===== src/rtl/pulse_stretcher.sv =====
// Stretches single-cycle trigger strobes into a level held for HOLD_TICKS
// timebase ticks, followed by an enforced low gap of GAP_TICKS ticks.
module pulse_stretcher #(
  parameter int HOLD_TICKS = 4,
  parameter int GAP_TICKS  = 2,
  parameter bit RETRIGGER  = 1'b0
) (
  input  logic clk,
  input  logic reset_n,
  input  logic tick,
  input  logic trig,
  output logic level_out,
  output logic busy,
  output logic overrun
);

  localparam int MAX_TICKS = (HOLD_TICKS > GAP_TICKS) ? HOLD_TICKS : GAP_TICKS;
  localparam int CW        = $clog2(MAX_TICKS + 1);

  localparam logic [CW-1:0] CNT_ZERO  = {CW{1'b0}};
  localparam logic [CW-1:0] CNT_ONE   = CW'(1);
  localparam logic [CW-1:0] HOLD_LAST = CW'(HOLD_TICKS - 1);
  // GAP_LAST is only consulted in GAP, which is unreachable when GAP_TICKS is 0.
  localparam logic [CW-1:0] GAP_LAST  = CW'((GAP_TICKS > 0) ? (GAP_TICKS - 1) : 0);

  typedef enum logic [1:0] {
    IDLE = 2'd0,
    HOLD = 2'd1,
    GAP  = 2'd2
  } state_t;

  state_t        state;
  state_t        state_nxt;
  logic [CW-1:0] cnt;
  logic [CW-1:0] cnt_nxt;
  logic          pending;
  logic          pending_nxt;
  logic          overrun_nxt;

  // Next-state, counter, pending-flag and overrun decode.
  always_comb begin
    state_nxt   = state;
    cnt_nxt     = cnt;
    pending_nxt = pending;
    overrun_nxt = 1'b0;
    case (state)
      IDLE: begin
        pending_nxt = 1'b0;
        if (trig) begin
          state_nxt = HOLD;
          cnt_nxt   = CNT_ZERO;
        end else begin
          state_nxt = IDLE;
        end
      end

      HOLD: begin
        if (RETRIGGER && trig) begin
          // Retrigger beats a coincident final tick.
          cnt_nxt     = CNT_ZERO;
          pending_nxt = 1'b0;
        end else begin
          if (trig) begin
            if (pending) begin
              overrun_nxt = 1'b1;
            end else begin
              pending_nxt = 1'b1;
            end
          end else begin
            pending_nxt = pending;
          end
          if (tick) begin
            if (cnt == HOLD_LAST) begin
              cnt_nxt = CNT_ZERO;
              if (GAP_TICKS > 0) begin
                state_nxt = GAP;
              end else if (pending_nxt) begin
                state_nxt   = HOLD;
                pending_nxt = 1'b0;
              end else begin
                state_nxt = IDLE;
              end
            end else begin
              cnt_nxt = cnt + CNT_ONE;
            end
          end else begin
            cnt_nxt = cnt;
          end
        end
      end

      GAP: begin
        if (trig) begin
          if (pending) begin
            overrun_nxt = 1'b1;
          end else begin
            pending_nxt = 1'b1;
          end
        end else begin
          pending_nxt = pending;
        end
        if (tick) begin
          if (cnt == GAP_LAST) begin
            cnt_nxt = CNT_ZERO;
            if (pending_nxt) begin
              state_nxt   = HOLD;
              pending_nxt = 1'b0;
            end else begin
              state_nxt = IDLE;
            end
          end else begin
            cnt_nxt = cnt + CNT_ONE;
          end
        end else begin
          cnt_nxt = cnt;
        end
      end

      default: begin
        state_nxt   = IDLE;
        cnt_nxt     = CNT_ZERO;
        pending_nxt = 1'b0;
      end
    endcase
  end

  // State register; outputs are decoded from the next state so they are registered.
  always_ff @(posedge clk or negedge reset_n) begin
    if (!reset_n) begin
      state     <= IDLE;
      cnt       <= CNT_ZERO;
      pending   <= 1'b0;
      level_out <= 1'b0;
      busy      <= 1'b0;
      overrun   <= 1'b0;
    end else begin
      state     <= state_nxt;
      cnt       <= cnt_nxt;
      pending   <= pending_nxt;
      level_out <= (state_nxt == HOLD);
      busy      <= (state_nxt != IDLE);
      overrun   <= overrun_nxt;
    end
  end

endmodule


===== config.mk =====
export PLATFORM = sky130hd
export DESIGN_NAME = pulse_stretcher
export DESIGN_NICKNAME = d
export VERILOG_FILES = /design/src/rtl/pulse_stretcher.sv
export SDC_FILE = /design/constraint.sdc
export NUM_CORES = 1
export LEC_CHECK = 0
export ABC_AREA = 1
export CAP_MARGIN = 20
export CORE_MARGIN = 3
export CORE_UTILIZATION = 28
export DETAILED_ROUTE_END_ITERATION = 10
export GPL_TIMING_DRIVEN = 0
export PLACE_DENSITY = 0.53
export SLEW_MARGIN = 20
export SYNTH_ARGS = -nofsm -noshare
export SYNTH_HDL_FRONTEND = slang
export SYNTH_SLANG_ARGS = --single-unit

===== constraint.sdc =====
create_clock -name clk -period 1.68 [get_ports clk]
set_input_delay 0.168 -clock clk [delete_from_list [all_inputs] [get_ports clk]]
set_output_delay 0.168 -clock clk [all_outputs]
set_load 0.005 [all_outputs]

==> results.ini <==
[outcome]
status = finished clean

[route]
first_pass_iters = 4
wl_per_cell_um = 9.96
routed_wl_um = 1020
drt_iter0_drc = 6
drcViolationCount = 0
vias = 440
postRouteAntennaNets = 0
viasPerCell = 4.31

[yosys]
yosys.area.top_type = dfrtp_1
syn_nets = 79
synth.most_common_cell = inv_1
synth_common_cells = 12 x inv_1, 11 x nand2_1, 9 x dfrtp_1, 8 x ha_1
ys_top_cells_by_area = dfrtp_1 39%, ha_1 17%, inv_1 7.9%
synth_top_area_share_pct = 39.3
synth_edf_count = 0
synthArstFlopShare_pct = 100
ys.warnings.count = 0
synth_area_sq_um = 573
synth_seq_cells = 9
yosysSeqAreaShare_pct = 39.3
yosysUniqueCellTypes = 16
synth_cells = 67
synth-main-ff-cell = dfrtp_1
synth_area_per_cell_sq_um = 8.55

[cts]
clk_pin_slew_ns = 0.06
htree_num_levels = 1
cts_tree = built
cts_buffer_depth = 2
post_cts_resized = 0
postCtsHoldBufs = 0
worstSkewPairLatency_ns = 0.26
clock_tree.root_cell = clkbuf_4
postCtsSetupBuffers = 0
cts_sinks = 9
cts_buffers = 3

[die]
num_rows = 15
die_w_um = 51.2
initial_core_util_pct = 31.5
fp.dieH_um = 51.2
core_area_sq_um = 1820
ios = 7
fp.dieArea_sq_um = 2630

[placement]
dp.cells = 98
portBuffers = 6
hpwl_um = 780
place_congestion = 0.850

[sta]
tightest_slew_ns = 0.421
max_freq_ghz = 0.696
skew_ns = 0.000824
fin_crit_ns = 1.44
slew_violations = 0
hold_violations = 0
finalSetupTns_ns = 0
finalSetupViolations = 0
holdWs_ns = 0.202
rsz0062_at_grt = false
relSlewSlack_pct = 71.9
period_share_pct = 85.5

[cells_and_area]
postLayoutCoreUtil_pct = 38.0
nFillCells = 191
syn_to_final_growth_pct = 20.7
fin_cells = 102
nets = 90
diodes = 0
drive_above_1_share_pct = 19.5

[worst_setup_path]
cp_slowest_cell = dfrtp_1
worstPathRequired_ns = 1.88
r2r_slack_ns = 0.24
reg2reg_depth = 8
critical_path_arrival_ns = 1.64
path_buf_inv = 0
cp_top_family = adder cells
path_max_fanout = 4
startpoint_type = flop
max_stage_delay_ns = 0.42
crit_path_cell_trace = ha_1 -> ha_1 -> nand2_2 -> nand3_1 -> o21a_1 -> nand2_1 -> nand2_1 -> nor2_1
worstReg2RegEnd = level_out
worstSetupPathType = flop to flop
worstSetupEndpointType = flop
r2r_start = cnt[0]

[global_routing]
grt-ovfl-total = 0
grt_max_degree = 10
grt_usage_pct = 9.29
antenna_found_initial = 0
grt_pass1_vias = 419
grt_pass1_wl_um = 1800

[pwr]
vdd_drop_max_uv = 732
powerDensity_nw_per_um2 = 1270
leakage_nw = 0.331

[run]
drv_cap = 0

[worst_hold_path]
hp-class = input port to async pin

## area by class of cell
cell class / count / area, sq um / share of cell area, %
clock inverters: 1 / 5.00 / 0.723
clock buffers: 3 / 22.5 / 3.25
multi-input cells: 43 / 292 / 42.1
flip-flops and latches: 9 / 225 / 32.5
well taps: 25 / 31.3 / 4.52
inverters: 15 / 56.3 / 8.14
repair buffers: 6 / 60.1 / 8.68
## per-layer routing
layer | vias up | part of all wire [%] | track usage [%]
met5 | - | 0 | 0
met2 | 10 | 44 | 13.5
met1 | 198 | 48 | 11.8
li1 | 230 | - | -
met3 | 2 | 6.4 | 4.96
met4 | 0 | 0.69 | 2.62
## report_power, final
| part | total, mW | internal, mW | switching (mW) |
|---|---|---|---|
| combinational | 0.389 | 0.168 | 0.221 |
| sequential | 0.321 | 0.278 | 0.0436 |
| clock | 0.169 | 0.0881 | 0.0809 |
## registers in the layout, summed over array words and instances (netlist names)
name,cells
cnt,3
busy,1
state,2
level_out,1
pending,1
overrun,1
## cells by family after synthesis
| family | Yosys count | share of synthesized area, % |
|---|---|---|
| flip-flops | 9 | 39.3 |
| adder cells (fa/ha/maj) | 8 | 17.5 |
| AO/OA/AOI/OAI | 9 | 12.2 |
| buffers and inverters | 15 | 9.82 |
| AND/OR/NAND/NOR | 26 | 21.2 |
## how the worst max path moves through the flow
stage / startpoint / endpoint / slack, ns / cells after the start
3_3_place_gp: cnt[0] / level_out / 0.25 / 8
2_1_floorplan: cnt[0] / level_out / 0.38 / 8
5_1_grt: cnt[0] / level_out / 0.11 / 8
3_5_place_dp: cnt[0] / level_out / 0.24 / 8
4_1_cts: cnt[0] / level_out / 0.23 / 8
6_report: cnt[0] / level_out / 0.24 / 8
## worst register-to-register path, cell delays in order, from the launching register on
cell	delay, ns
dfrtp_1	0.42
ha_1	0.23
ha_1	0.20
nand2_2	0.09
nand3_1	0.07
o21a_1	0.11
nand2_1	0.06
nand2_1	0.09
nor2_1	0.10
## layout by cell type (no fill, tap or decap), drive strengths merged
cell type       n
clkinv          1
clkdlybuf4s50   6
ha              8
nand3           6
inv            15
nor3b           1
nand2          13
nor2            6
o21a            1
a21oi           1
clkbuf          3
dfrtp           9
o21ai           7
## metrics by stage
stage                     setup WS (ns)  cell area (sq um)  power, mW
after floorplan                   0.383                573      0.590
after global placement            0.254                664      0.716
after detailed placement          0.244                664      0.715
after CTS                         0.228                692      0.890
after global routing              0.105                692      0.966
final                             0.243                692      0.879
Note: power is estimated with default switching activity, not from simulation.
